[config.mk]
export PLATFORM = sky130hd
export DESIGN_NAME = vs10xx_spi_responder_flat
export DESIGN_NICKNAME = d
export VERILOG_FILES = /design/src/rtl/vs10xx_spi_responder_if.sv /design/src/rtl/vs10xx_spi_responder.sv /design/src/flat_wrapper.sv
export SDC_FILE = /design/constraint.sdc
export NUM_CORES = 1
export LEC_CHECK = 0
export BUFFER_PORTS_ARGS = -buffer_cell sky130_fd_sc_hd__buf_2
export CAP_MARGIN = 20
export CORE_UTILIZATION = 50
export DETAILED_ROUTE_END_ITERATION = 16
export MAX_ROUTING_LAYER = met4
export PLACE_DENSITY = 0.66
export SETUP_SLACK_MARGIN = 0.2
export SLEW_MARGIN = 5
export SYNTH_ARGS = -nofsm -noshare
export SYNTH_HDL_FRONTEND = slang
export SYNTH_SLANG_ARGS = --single-unit
[constraint.sdc]
create_clock -name clk -period 4.15 [get_ports clk]
set_input_delay 0.415 -clock clk [delete_from_list [all_inputs] [get_ports clk]]
set_output_delay 0.415 -clock clk [all_outputs]
set_load 0.02 [all_outputs]
[src/rtl/vs10xx_spi_responder_if.sv]
// Pin-level bus between an mp3 player SPI master and the VS10xx responder.
//   i_SCK   SPI clock from master          i_SI   SPI data, MSB first
//   i_XCS   SCI select, active low         i_XDCS SDI select, active low
//   i_XRST  decoder hard reset, active low
//   o_SO    SCI read data to master        o_DREQ data request to master
// Modports: master (player side), slave (decoder side).
interface vs10xx_spi_responder_if;
  logic i_SCK;
  logic i_SI;
  logic i_XCS;
  logic i_XDCS;
  logic i_XRST;
  logic o_SO;
  logic o_DREQ;

  modport master (
    output i_SCK, i_SI, i_XCS, i_XDCS, i_XRST,
    input  o_SO, o_DREQ
  );

  modport slave (
    input  i_SCK, i_SI, i_XCS, i_XDCS, i_XRST,
    output o_SO, o_DREQ
  );
endinterface

[src/rtl/vs10xx_spi_responder.sv]
// VS10xx decoder SPI-side responder model.
// Receives XCS-framed SCI commands into a 16x16 register file and
// XDCS-framed SDI audio bytes into a FIFO that is drained at a fixed
// decode rate; drives DREQ from boot state and free FIFO space.
// Ports:
//   clk, rst_n       system clock, synchronous active-low reset
//   spi              SPI pins (slave modport): SCK/SI/XCS/XDCS/XRST in, SO/DREQ out
//   o_vol, o_mode    SCI_VOL (0x0B) and SCI_MODE (0x00) contents
//   o_byte           byte popped from the FIFO, qualified by o_byte_valid
//   o_fifo_level     FIFO occupancy
//   o_overflow       sticky: byte arrived while FIFO was full
//   o_bad_cmd        one-clk strobe: bad opcode/address, short frame, select conflict
// Build option: define VS_RESP_SCI_READ_EN to accept opcode 0x03 (SCI read)
// and serialize the addressed register on SO; otherwise 0x03 is a bad opcode
// and SO is tied low.
module vs10xx_spi_responder #(
  parameter int FIFO_DEPTH  = 64,
  parameter int DREQ_THRESH = 32,
  parameter int DRAIN_DIV   = 200,
  parameter int BOOT_CYCLES = 1000
) (
  input  logic                          clk,
  input  logic                          rst_n,
  vs10xx_spi_responder_if.slave         spi,
  output logic [15:0]                   o_vol,
  output logic [15:0]                   o_mode,
  output logic [7:0]                    o_byte,
  output logic                          o_byte_valid,
  output logic [$clog2(FIFO_DEPTH):0]   o_fifo_level,
  output logic                          o_overflow,
  output logic                          o_bad_cmd
);

  localparam int AW     = $clog2(FIFO_DEPTH);
  localparam int LW     = AW + 1;
  localparam int DIV_W  = $clog2(DRAIN_DIV + 1);
  localparam int BOOT_W = $clog2(BOOT_CYCLES + 1);

  typedef enum logic [1:0] {IDLE, SCI_SHIFT, SDI_SHIFT, CONFLICT} state_t;

  // Input synchronizers
  logic [2:0] sck_sync;
  logic [1:0] si_sync, xcs_sync, xdcs_sync, xrst_sync;

  always_ff @(posedge clk) begin
    if (!rst_n) begin
      sck_sync  <= '0;
      si_sync   <= '0;
      xcs_sync  <= 2'b11;
      xdcs_sync <= 2'b11;
      xrst_sync <= 2'b11;
    end else begin
      sck_sync  <= {sck_sync[1:0], spi.i_SCK};
      si_sync   <= {si_sync[0], spi.i_SI};
      xcs_sync  <= {xcs_sync[0], spi.i_XCS};
      xdcs_sync <= {xdcs_sync[0], spi.i_XDCS};
      xrst_sync <= {xrst_sync[0], spi.i_XRST};
    end
  end

  logic sck_rise, si_s, xcs_s, xdcs_s, hard_rst;
  assign sck_rise = sck_sync[1] & ~sck_sync[2];
  assign si_s     = si_sync[1];
  assign xcs_s    = xcs_sync[1];
  assign xdcs_s   = xdcs_sync[1];
  // XRST pin acts exactly like rst_n, for as long as it is held low.
  assign hard_rst = ~rst_n | ~xrst_sync[1];

  state_t      state, state_next;
  logic [5:0]  bit_cnt;
  logic        sci_done;
  logic [31:0] sci_sr;
  logic [2:0]  byte_cnt;
  logic [7:0]  byte_sr;
  logic        push_req;
  logic [15:0] regs [16];

  logic bad_next, commit, wr_en, soft_rst, op_ok;

  // FSM next state and command decode
  always_comb begin
    state_next = state;
    bad_next   = 1'b0;
    commit     = (state == SCI_SHIFT) && (bit_cnt == 6'd32) && !sci_done;
`ifdef VS_RESP_SCI_READ_EN
    op_ok      = (sci_sr[31:24] == 8'h02) || (sci_sr[31:24] == 8'h03);
`else
    op_ok      = (sci_sr[31:24] == 8'h02);
`endif
    wr_en      = commit && (sci_sr[31:24] == 8'h02) && (sci_sr[23:20] == 4'h0);
    soft_rst   = wr_en && (sci_sr[19:16] == 4'h0) && sci_sr[2];
    if (commit && (!op_ok || sci_sr[23:20] != 4'h0)) bad_next = 1'b1;
    case (state)
      IDLE: begin
        if (!xcs_s && !xdcs_s) begin
          state_next = CONFLICT;
          bad_next   = 1'b1;
        end else if (!xcs_s) begin
          state_next = SCI_SHIFT;
        end else if (!xdcs_s) begin
          state_next = SDI_SHIFT;
        end
      end
      SCI_SHIFT: begin
        if (xcs_s) begin
          state_next = IDLE;
          if (bit_cnt != 6'd32) bad_next = 1'b1;
        end else if (!xdcs_s) begin
          state_next = CONFLICT;
          bad_next   = 1'b1;
        end
      end
      SDI_SHIFT: begin
        if (xdcs_s) begin
          state_next = IDLE;
        end else if (!xcs_s) begin
          state_next = CONFLICT;
          bad_next   = 1'b1;
        end
      end
      CONFLICT: begin
        if (xcs_s || xdcs_s) state_next = IDLE;
      end
      default: state_next = IDLE;
    endcase
  end

  always_ff @(posedge clk) begin
    if (hard_rst) begin
      state     <= IDLE;
      o_bad_cmd <= 1'b0;
    end else begin
      state     <= state_next;
      o_bad_cmd <= bad_next;
    end
  end

  // Bit counters: cleared whenever the FSM is not in the matching shift state,
  // so partial frames/bytes are dropped on deselect.
  always_ff @(posedge clk) begin
    if (hard_rst) begin
      bit_cnt  <= '0;
      sci_done <= 1'b0;
      byte_cnt <= '0;
      push_req <= 1'b0;
    end else begin
      push_req <= 1'b0;
      if (state != SCI_SHIFT) begin
        bit_cnt  <= '0;
        sci_done <= 1'b0;
      end else begin
        if (sck_rise && bit_cnt != 6'd32) bit_cnt <= bit_cnt + 6'd1;
        if (commit) sci_done <= 1'b1;
      end
      if (state != SDI_SHIFT) begin
        byte_cnt <= '0;
      end else if (sck_rise) begin
        byte_cnt <= byte_cnt + 3'd1;
        if (byte_cnt == 3'd7) push_req <= 1'b1;
      end
    end
  end

  // Shift registers (data, no reset)
  always_ff @(posedge clk) begin
    if (state == SCI_SHIFT && sck_rise && bit_cnt != 6'd32) sci_sr <= {sci_sr[30:0], si_s};
    if (state == SDI_SHIFT && sck_rise) byte_sr <= {byte_sr[6:0], si_s};
  end

  // Register file; SM_RESET (MODE bit 2) is self-clearing.
  always_ff @(posedge clk) begin
    if (hard_rst) begin
      for (int i = 0; i < 16; i++) regs[i] <= (i == 0) ? 16'h0800 : 16'h0000;
    end else if (wr_en) begin
      if (sci_sr[19:16] == 4'h0) regs[0] <= sci_sr[15:0] & ~16'h0004;
      else                        regs[sci_sr[19:16]] <= sci_sr[15:0];
    end
  end

  assign o_vol  = regs[11];
  assign o_mode = regs[0];

`ifdef VS_RESP_SCI_READ_EN
  logic        sck_fall, so_q, rd_active;
  logic [15:0] so_sr;
  assign sck_fall = ~sck_sync[1] & sck_sync[2];

  // SO changes on SCK fall so the master can sample it on the next rise.
  // The read is armed on the fall following the 16th rise, once opcode and
  // address are both in sci_sr[15:0].
  always_ff @(posedge clk) begin
    if (hard_rst) begin
      so_q      <= 1'b0;
      so_sr     <= '0;
      rd_active <= 1'b0;
    end else if (state != SCI_SHIFT) begin
      so_q      <= 1'b0;
      rd_active <= 1'b0;
    end else if (sck_fall) begin
      if (bit_cnt == 6'd16 && sci_sr[15:8] == 8'h03 && sci_sr[7:4] == 4'h0) begin
        so_q      <= regs[sci_sr[3:0]][15];
        so_sr     <= {regs[sci_sr[3:0]][14:0], 1'b0};
        rd_active <= 1'b1;
      end else if (rd_active && bit_cnt > 6'd16 && bit_cnt < 6'd32) begin
        so_q  <= so_sr[15];
        so_sr <= {so_sr[14:0], 1'b0};
      end else begin
        so_q      <= 1'b0;
        rd_active <= 1'b0;
      end
    end
  end
  assign spi.o_SO = so_q;
`else
  assign spi.o_SO = 1'b0;
`endif

  // Audio FIFO and drain divider
  logic [7:0]       mem [FIFO_DEPTH];
  logic [AW-1:0]    wr_ptr, rd_ptr;
  logic [LW-1:0]    level;
  logic [DIV_W-1:0] div_cnt;
  logic             div_tick, pop, push_ok;

  assign div_tick = (div_cnt == DIV_W'(DRAIN_DIV - 1));
  assign pop      = div_tick && (level != '0);
  // A pop in the same clk frees the slot, so a push into a full FIFO survives then.
  assign push_ok  = push_req && ((level != LW'(FIFO_DEPTH)) || pop);

  always_ff @(posedge clk) begin
    if (hard_rst || soft_rst) div_cnt <= '0;
    else if (div_tick)        div_cnt <= '0;
    else                      div_cnt <= div_cnt + DIV_W'(1);
  end

  always_ff @(posedge clk) begin
    if (push_ok && !hard_rst && !soft_rst) mem[wr_ptr] <= byte_sr;
  end

  always_ff @(posedge clk) begin
    if (hard_rst) begin
      wr_ptr       <= '0;
      rd_ptr       <= '0;
      level        <= '0;
      o_overflow   <= 1'b0;
      o_byte_valid <= 1'b0;
      o_byte       <= '0;
    end else if (soft_rst) begin
      wr_ptr       <= '0;
      rd_ptr       <= '0;
      level        <= '0;
      o_overflow   <= 1'b0;
      o_byte_valid <= 1'b0;
    end else begin
      o_byte_valid <= pop;
      if (pop) begin
        o_byte <= mem[rd_ptr];
        rd_ptr <= rd_ptr + AW'(1);
      end
      if (push_ok) wr_ptr <= wr_ptr + AW'(1);
      if (push_req && !push_ok) o_overflow <= 1'b1;
      case ({push_ok, pop})
        2'b10:   level <= level + LW'(1);
        2'b01:   level <= level - LW'(1);
        default: level <= level;
      endcase
    end
  end

  assign o_fifo_level = level;

  // Boot countdown and DREQ
  logic [BOOT_W-1:0] boot_cnt;
  logic [LW-1:0]     free_space;
  logic              dreq_q;
  assign free_space = LW'(FIFO_DEPTH) - level;

  always_ff @(posedge clk) begin
    if (hard_rst || soft_rst) begin
      boot_cnt <= BOOT_W'(BOOT_CYCLES);
      dreq_q   <= 1'b0;
    end else begin
      if (boot_cnt != '0) boot_cnt <= boot_cnt - BOOT_W'(1);
      dreq_q <= (boot_cnt == '0) && (free_space >= LW'(DREQ_THRESH));
    end
  end

  assign spi.o_DREQ = dreq_q;

endmodule

[src/flat_wrapper.sv]
// flat-port wrapper written by rule: the top's interface ports become plain ports
module vs10xx_spi_responder_flat 
#(
  parameter int FIFO_DEPTH  = 64,
  parameter int DREQ_THRESH = 32,
  parameter int DRAIN_DIV   = 200,
  parameter int BOOT_CYCLES = 1000
)
  (clk, rst_n, o_vol, o_mode, o_byte, o_byte_valid, o_fifo_level, o_overflow, o_bad_cmd, spi_i_SCK, spi_i_SI, spi_i_XCS, spi_i_XDCS, spi_i_XRST, spi_o_SO, spi_o_DREQ);
  vs10xx_spi_responder_if spi_i ();
  input  logic clk;
  input  logic rst_n;
  output logic [15:0] o_vol;
  output logic [15:0] o_mode;
  output logic [7:0] o_byte;
  output logic o_byte_valid;
  output logic [$clog2(FIFO_DEPTH):0] o_fifo_level;
  output logic o_overflow;
  output logic o_bad_cmd;
  input wire logic [$bits(spi_i.i_SCK)-1:0] spi_i_SCK;
  input wire logic [$bits(spi_i.i_SI)-1:0] spi_i_SI;
  input wire logic [$bits(spi_i.i_XCS)-1:0] spi_i_XCS;
  input wire logic [$bits(spi_i.i_XDCS)-1:0] spi_i_XDCS;
  input wire logic [$bits(spi_i.i_XRST)-1:0] spi_i_XRST;
  output wire logic [$bits(spi_i.o_SO)-1:0] spi_o_SO;
  output wire logic [$bits(spi_i.o_DREQ)-1:0] spi_o_DREQ;
  assign spi_i.i_SCK = spi_i_SCK;
  assign spi_i.i_SI = spi_i_SI;
  assign spi_i.i_XCS = spi_i_XCS;
  assign spi_i.i_XDCS = spi_i_XDCS;
  assign spi_i.i_XRST = spi_i_XRST;
  assign spi_o_SO = spi_i.o_SO;
  assign spi_o_DREQ = spi_i.o_DREQ;
  vs10xx_spi_responder #(.FIFO_DEPTH(FIFO_DEPTH), .DREQ_THRESH(DREQ_THRESH), .DRAIN_DIV(DRAIN_DIV), .BOOT_CYCLES(BOOT_CYCLES)) u_core (.clk(clk), .rst_n(rst_n), .spi(spi_i), .o_vol(o_vol), .o_mode(o_mode), .o_byte(o_byte), .o_byte_valid(o_byte_valid), .o_fifo_level(o_fifo_level), .o_overflow(o_overflow), .o_bad_cmd(o_bad_cmd));
endmodule
==> impl_metrics.tcl <==
set metrics [dict create \
    outcome "finished clean" \
    most-common-layout-cells "edfxtp_1, nor2_1, mux2i_1" \
    holdBufCountCts 0 \
    wl_per_cell_microns 23.89 \
    cts-resized-gates 0 \
    area_delta_synth_final_pct 13.43 \
    die_area_sq_mm 0.05196 \
    powerDensity_mw_per_mm2 447.0 \
    die_height_microns 228.0 \
    port_buffers 57 \
    num_vias 13390 \
    grt_max_degree 66 \
    drive_gt1_frac 0.2002 \
    skew_ps 28.58 \
    coreArea_sq_mm 0.05027 \
    setup_viol 0 \
    htreeDepth 3 \
    vias_per_cell 5.834 \
    grt_pass1_vias 13300 \
    fin_util 0.5760 \
    maxCapViolCount 0 \
    cts_setup_buffers 0 \
    die_x_microns 228.0 \
    path_class "register to register" \
    max_freq_mhz 267.0 \
    io_pins 59 \
    hold_viol_final 0 \
    period_share 0.9025 \
    hold_class "primary input to register" \
    dp_cells 2175 \
    p_switching_uw 2472 \
    cts_sinks 657 \
    grt-ovfl-total 0 \
    fin_nets 1594 \
    cellLeakagePower_uw 0.009136 \
    final_common_cell "edfxtp_1" \
    tritoncts "done" \
    tightest_slew_ps 1161 \
    crit_arrival_ps 4260 \
    min_period_ps 3745 \
    place.gp.congestion 0.8474 \
    clk_latency_ps 600 \
    grt_pass1_wl_microns 82820 \
    cts_buffer_depth 3 \
    ys_warn_count 0 \
    drtAntennaViolNets 0 \
    cp_data_required_time_ps 4660 \
    drv_slew 0 \
    internal_power_uw 10470 \
    numCtsBuffers 66 \
    place_ws_ps 264.5 \
    dp_hpwl_microns 32890 \
    ys_ff_latch 657 \
    path_clk_slew_ps 60 \
    num_antenna_cells 0 \
    ys_seq_area_frac 0.7442 \
    drtPass1Iterations 5 \
    routed_wl_microns 54820 \
    critPathMaxFanout 8 \
    root_buffer "clkbuf_16" \
    critPathCaptureType "register" \
    synthCells 1455 \
    ir_drop_v 0.0002733 \
    seqPwrFrac 0.552 \
    drc 0 \
    fin_ws_ps 404.6 \
    synth.cell_area_sq_mm 0.02553 \
    rsz0062_at_grt "false" \
    final.setup.tns_ps 0 \
    synthFlopType "edfxtp_1" \
    critPathLaunchType "register" \
    clock_power_share 0.440 \
    start_util 0.5078 \
    final.fill_count 3779 \
    grt_usage 0.2206 \
    synth.avg_cell_area_sq_um 17.55 \
    max_slew_margin 0.2242 \
    synth_cell_types 64 \
    drtIter0Drc 1236 \
    antenna_found_initial 0 \
    p_sw_frac 0.1909 \
    rows 82 \
    power_frac_comb 0.008 \
    stdcell_count 2295 \
    synth-edff-count 584 \
    async_flop_share 0 \
]
==> worst paths after layout <==
| path | from | endpoint | slack, ps | cells past startpoint |
|---|---|---|---|---|
| worst max-delay path | u_core.o_fifo_level[0]$_SDFFE_PP0P_ | u_core.o_fifo_level[6]$_SDFFE_PP0P_ | 400 | 12 |
| worst min-delay path | spi_i_XCS | u_core.xcs_sync[0]$_SDFF_PN1_ | 20 | 2 |
| worst max register to register | u_core.o_fifo_level[0]$_SDFFE_PP0P_ | u_core.o_fifo_level[6]$_SDFFE_PP0P_ | 400 | 12 |
| worst min register to register | u_core.xrst_sync[0]$_SDFF_PN1_ | u_core.xrst_sync[1]$_SDFF_PN1_ | 400 | 1 |
==> logic make-up after synthesis <==
kind of cell	share of synthesized area
simple gates	0.06337
flops	0.7442
mux	0.1179
buf+inv	0.01612
other cells	0.0001469
fa+ha+maj	0.007646
compound gates	0.04102
xor+xnor	0.009606
==> per-stage QoR <==
step                power, uW  hold slack (ps)  area [sq um]
floorplan                7353            386.3         25530
global placement         7388            402.1         26860
detailed placement       7393            390.9         26860
CTS                     13050          0.07205         28930
global route            13310            18.24         28960
finish                  12940            22.93         28960
==> cell usage after synthesis, drive strengths merged (5+ instances only) <==
master  number  area, sq um
buf         37        196.4
nor3        14        75.07
dfxtp       73         1461
ha          14        175.2
o211ai      10        75.07
and2        40        250.2
nand2b       9        56.30
inv         17        63.81
o21ai       21        108.9
nand4        6        37.54
mux2i       97        970.9
nand2       49        183.9
and3         5        31.28
o22ai       16        100.1
nor2b        8        50.05
xor2        11        96.34
mux4        90         2027
o221ai       8        70.07
a21oi       23        118.9
edfxtp     584        17540
a22oi       43        322.8
xnor2       17        148.9
nor4         8        65.06
nand3       21        105.1
or3          9        56.30
nor2       118        442.9
nand3b       5        37.54
clkbuf      40        151.4
a211oi      20        150.1
==> flip-flops by register name (all words and copies together), names as in the netlist, 2 cells and up <==
name	count
u_core.wr_ptr	6
u_core.byte_cnt	3
u_core.xcs_sync	2
u_core.xrst_sync	2
u_core.o_fifo_level	7
u_core.mem	512
u_core.sck_sync	3
u_core.boot_cnt	10
u_core.bit_cnt	6
u_core.state	2
u_core.byte_sr	8
u_core.div_cnt	8
u_core.rd_ptr	6
u_core.regs	32
u_core.o_byte	8
u_core.sci_sr	32
u_core.si_sync	2
u_core.xdcs_sync	2
==> critical path, stage by stage (launching register included) <==
cell	delay (ps)
dfxtp_1	340
or4_1	580
or4b_4	520
o21a_2	260
inv_2	80
ha_2	280
ha_1	280
nor2b_1	150
o21ai_1	180
a21boi_0	170
or4_1	520
nand3_1	120
mux2i_1	180
==> layout make-up <==
class	instances	area, sq um	area share
Inverter	17	63.81	0.002204
Sequential cell	657	19010	0.6565
Clock buffer	92	1854	0.06403
Tap cell	672	840.8	0.02904
Timing Repair Buffer	125	853.3	0.02947
Multi-Input combinational cell	705	6125	0.2115
Clock inverter	27	211.5	0.007302
==> power by group through the flow <==
| stage | combinational (uW) | sequential [uW] | clock (uW) |
|---|---|---|---|
| CTS | 109 | 7140 | 5800 |
| finish | 107 | 7140 | 5690 |
| global route | 117 | 7140 | 6060 |
| floorplan | 49.2 | 7300 | 0 |
| global placement | 106 | 7280 | 0 |
| detailed placement | 109 | 7280 | 0 |
==> routing by layer <==
layer | GRT usage | routed length (microns) | vias to the layer above
met5 | - | 0 | -
met2 | 0.3405 | 26500 | 456
met1 | 0.3058 | 23890 | 6892
met4 | 0.06648 | 1182 | 0
met3 | 0.03338 | 3248 | 75
li1 | - | - | 5966
Power figures use the tool's default switching activity.
